## src/rtl/filterbank_sequencer.sv

```systemverilog
// Frame sequencer for the shared serial filterbank: sample handshake, delay-line shift,
// tap-pair MAC phases, accumulator control and dump. Define FB_SEQ_SYMMETRIC_EN for folded taps.
module filterbank_sequencer #(
    parameter int TAPS  = 119,
    parameter int IDX_W = 7
) (
    input  logic             clock,
    input  logic             reset,
    input  logic             clk_enable,
    input  logic             in_valid,
    output logic             in_ready,
    input  logic             overrun_clr,
    output logic             shift_en,
    output logic             acc_clear,
    output logic             acc_en,
    output logic [IDX_W-1:0] tap_sel,
    output logic             last_phase,
    output logic             dump,
    output logic             out_valid,
    output logic             busy,
    output logic             overrun
);

`ifdef FB_SEQ_SYMMETRIC_EN
    localparam int NPH = (TAPS + 1) / 2;
`else
    localparam int NPH = TAPS;
`endif
    localparam logic [IDX_W-1:0] PH_LAST = IDX_W'(NPH - 1);

    typedef enum logic [1:0] {
        IDLE  = 2'd0,
        SHIFT = 2'd1,
        MAC   = 2'd2,
        DUMP  = 2'd3
    } state_t;

    state_t           state_q, state_d;
    logic [IDX_W-1:0] ph_q, ph_d;
    logic             overrun_q, overrun_d;
    logic             strobe_ok;
    logic             accept;

    always_ff @(posedge clock) begin
        if (reset) begin
            state_q   <= IDLE;
            ph_q      <= '0;
            overrun_q <= 1'b0;
        end else begin
            state_q   <= state_d;
            ph_q      <= ph_d;
            overrun_q <= overrun_d;
        end
    end

    always_comb begin
        state_d   = state_q;
        ph_d      = ph_q;
        overrun_d = overrun_q;

        // Strobes are decodes of the registered state, silenced while stalled or in reset.
        strobe_ok  = clk_enable && !reset;
        in_ready   = strobe_ok && (state_q == IDLE || state_q == DUMP);
        shift_en   = strobe_ok && (state_q == SHIFT);
        acc_clear  = shift_en;
        acc_en     = strobe_ok && (state_q == MAC);
        last_phase = acc_en && (ph_q == PH_LAST);
        dump       = strobe_ok && (state_q == DUMP);
        out_valid  = dump;
        busy       = !reset && (state_q != IDLE);
        overrun    = overrun_q;
        tap_sel    = ph_q;
        accept     = in_valid && in_ready;

        if (clk_enable) begin
            unique case (state_q)
                IDLE: begin
                    if (accept) state_d = SHIFT;
                end
                SHIFT: begin
                    state_d = MAC;
                    ph_d    = '0;
                end
                MAC: begin
                    if (ph_q == PH_LAST) begin
                        state_d = DUMP;
                        ph_d    = '0;
                    end else begin
                        ph_d = ph_q + 1'b1;
                    end
                end
                DUMP: begin
                    state_d = accept ? SHIFT : IDLE;
                end
                default: state_d = IDLE;
            endcase

            // A sample offered mid-frame is dropped; a same-edge set beats the clear.
            if (overrun_clr) overrun_d = 1'b0;
            if (in_valid && (state_q == SHIFT || state_q == MAC)) overrun_d = 1'b1;
        end
    end

endmodule
```

## config.mk

```make
export PLATFORM = sky130hd
export DESIGN_NAME = filterbank_sequencer
export DESIGN_NICKNAME = d
export VERILOG_FILES = /design/src/rtl/filterbank_sequencer.sv
export SDC_FILE = /design/constraint.sdc
export NUM_CORES = 1
export LEC_CHECK = 0
export ABC_AREA = 0
export BUFFER_PORTS_ARGS = -buffer_cell sky130_fd_sc_hd__buf_2
export CAP_MARGIN = 20
export CORE_MARGIN = 2
export CORE_UTILIZATION = 48
export DETAILED_ROUTE_END_ITERATION = 8
export GPL_TIMING_DRIVEN = 0
export PLACE_DENSITY_LB_ADDON = 0.25
export SYNTH_ARGS = -nofsm -noshare
export SYNTH_HDL_FRONTEND = slang
export SYNTH_SLANG_ARGS = --single-unit
```

## constraint.sdc

```tcl
create_clock -name clock -period 1.7 [get_ports clock]
set_input_delay 0.17 -clock clock [delete_from_list [all_inputs] [get_ports clock]]
set_output_delay 0.17 -clock clock [all_outputs]
set_load 0.02 [all_outputs]
```

==> summary.md <==
| Metric | Value |
|---|---|
| Final setup vio count | 0 |
| ANT cells | 0 |
| Global-route wire length before repair | 1.96 mm |
| # port buffers | 18 |
| Initial antenna violation count | 0 |
| M1 wire length | 599 µm |
| Layout area overhead | 25.4% |
| Cell Pwr Density | 710 mW/mm² |
| Vias | 559 |
| TNS Setup | 0 ns |
| Clk_lat worst skew | 0.26 ns |
| Area contributors post-synth | dfxtp_1, ha_1, nand2_1 |
| Post-DR wirelength/cell | 11.1 µm |
| First DRT Iteration DRCs | 13 |
| GP Congestion | 0.763 |
| Crit path buffers/inverters | 3 |
| Number of global-route vias before repair | 467 |
| Min-delay worst type | input port to flop |
| Num ports | 21 |
| Data required, critical path | 1.53 ns |
| Clock sinks | 10 |
| Top sig layer | met4 |
| Sequential area share after synthesis | 31.1% |
| Met2 wire len | 560 µm |
| Maxcap violations | 0 |
| WL met3 | 56 µm |
| Worst path top cell family by delay | flip-flops |
| Die width | 40.6 µm |
| Max clock buf depth | 2 |
| Critical path type | flop to output pin |
| Share of layout cells above drive strength 1 | 41.1% |
| Drt first pass iters | 4 |
| Initial cell density of the core | 50.1% |
| Clock skew | 0.00466 ns |
| Syn nets | 84 |
| Global route overflow | 0 |
| TritonCTS Buffers | 3 |
| Row count | 13 |
| Residual DRC | 0 |
| Setup crit start kind | flop |
| Die area | 0.00165 mm² |
| WP data arrival | 1.45 ns |
| Mean Syn Cell Area | 8.83 µm² |
| CTS tree | done |
| Period utilisation layout | 95.4% |
| Outcome | complete, no violations |
| Post-synthesis cell count | 73 |
| Worst-Margin Slew | 0.289 ns |
| Yosys warns | 0 |
| Clk root buf | clkbuf_4 |
| Yosys top cell area share | 31.1% |
| Peak VDD IR | 0.614 mV |
| Fin crit period | 1.62 ns |
| GRT Overall Usage | 18.1% |
| DPL Wire Length | 957 µm |
| Crit path capture type | output pin |
| Leak | 0.414 nW |
| Final hold vios | 0 |
| Antenna Nets Post-Route | 0 |
| Die Y | 40.6 µm |
| Total wire length | 1.23 mm |
| FF+latch count, synth | 10 |
| Core Region | 0.00128 mm² |
| Slew headroom | 80.6% |
| Fmax | 0.616 GHz |
| Worst-path clk slew | 0.08 ns |
| Crit path cell chain | inv_1 > ha_4 > inv_1 > and2_2 > buf_2 |
| Count of cell types in the netlist | 29 |
| Final nets | 107 |
| Min Hold Slack | 0.152 ns |
| Max stage delay on crit path | 0.39 ns |
| Vias/cell | 5.08 |
| Cell area after synthesis | 644 µm² |
| H-tree levels | 1 |
| Top cell type by total area after synthesis | dfxtp_1 |
| Final Max Slew Viols | 0 |
| Cell mode on critical path | inv_1 |
| RSZ-0062 raised after global routing | no |
| CP max-delay cell | dfxtp_1 |
| CP max FO | 6 |
| Hold buffers post-CTS | 0 |
| Pin count of the biggest net entering global routing | 10 |
## through the flow
step / setup slack (ns) / power, mW / util [%] / cells / instance area [µm²]
after floorplan: 0.209 / 0.323 / - / 73 / 644
after global placement: 0.0399 / 0.344 / 58.6 / 106 / 753
after detailed placement: 0.0171 / 0.347 / 58.6 / 106 / 753
after CTS: 0.0756 / 0.575 / 62.4 / 110 / 802
after global routing: 0.00200 / 0.602 / 62.9 / 110 / 808
final: 0.0778 / 0.574 / 62.9 / 110 / 808
## flip-flops by register name, indices dropped and copies added, names as in the netlist
signal / flops
tap_sel: 7
state_q: 2
overrun: 1
## layout make-up
| type | instances | area, µm² |
|---|---|---|
| Clock buffer | 4 | 36.3 |
| Buffer | 4 | 27.5 |
| Timing Repair Buffer | 18 | 90.1 |
| Sequential cell | 10 | 200 |
| Tap cell | 15 | 18.8 |
| Inverter | 5 | 18.8 |
| Fill cell | 117 | 477 |
| Multi-Input combinational cell | 54 | 417 |
## synthesized netlist by cell type
| cell type | n |
|---|---|
| nor3_1 | 2 |
| o21ai_2 | 1 |
| o2111ai_1 | 1 |
| a31o_2 | 1 |
| dfxtp_1 | 10 |
| and2_4 | 1 |
| nand4b_4 | 1 |
| a311oi_1 | 1 |
| nor2b_4 | 1 |
| nand2b_1 | 1 |
| nand3_1 | 1 |
| a221oi_1 | 1 |
| o21ai_4 | 1 |
| xnor2_1 | 2 |
| ha_1 | 6 |
| a21o_1 | 1 |
| xor2_1 | 3 |
| nand4_1 | 2 |
| inv_1 | 5 |
| a22oi_1 | 1 |
| nand2_1 | 8 |
| and2_2 | 3 |
| buf_2 | 1 |
| a21oi_1 | 3 |
| and3_2 | 1 |
| or3_1 | 2 |
| buf_4 | 3 |
| nor2_1 | 8 |
| and3_1 | 1 |
## power breakdown
part	total, mW	internal [mW]	switching (mW)
clock network	0.220	0.130	0.0898
registers	0.244	0.239	0.00467
logic	0.110	0.0475	0.0629
## cell families (layout without fill, tap and decap cells)
family / after synthesis / count (layout) / synth area share [%]
simple gates: 32 / 32 / 29.3
fa+ha+maj: 6 / 6 / 11.7
xor+xnor: 5 / 5 / 6.80
flops: 10 / 10 / 31.1
buf+inv: 9 / 31 / 7.18
compound gates: 11 / 11 / 14.0
## what timing repair did
item	in CTS	in global routing
hold endpoints to repair	0	0
buffers inserted	0	0
setup endpoints to repair	1	2
resized for setup	1	2
## routing by layer
metal	up-vias	global-route usage, %
met5	-	0
met4	0	5.00
li1	290	-
met3	2	4.89
met2	13	27.8
met1	254	24.7
## final timing paths
kind | start | to | slack (ns) | cells after the start
worst max-delay path | state_q[1] | in_ready | 0.08 | 5
worst min-delay path | reset | state_q[0] | 0.15 | 2
worst max register to register | state_q[1] | state_q[0] | 0.16 | 6
worst min register to register | overrun | overrun | 0.51 | 2
## cell usage in the layout (no fill, tap or decap), types with 2 or more instances in the layout
cell and instances:
a21oi_1 3, and2_2 3, buf_2 19, buf_4 3, clkbuf_4 3, dfxtp_1 10, ha_1 5, inv_1 4
nand2_1 8, nand4_1 2, nor2_1 8, nor3_1 2, or3_1 2, xnor2_1 2, xor2_1 3
(Power assumes the default switching activity.)
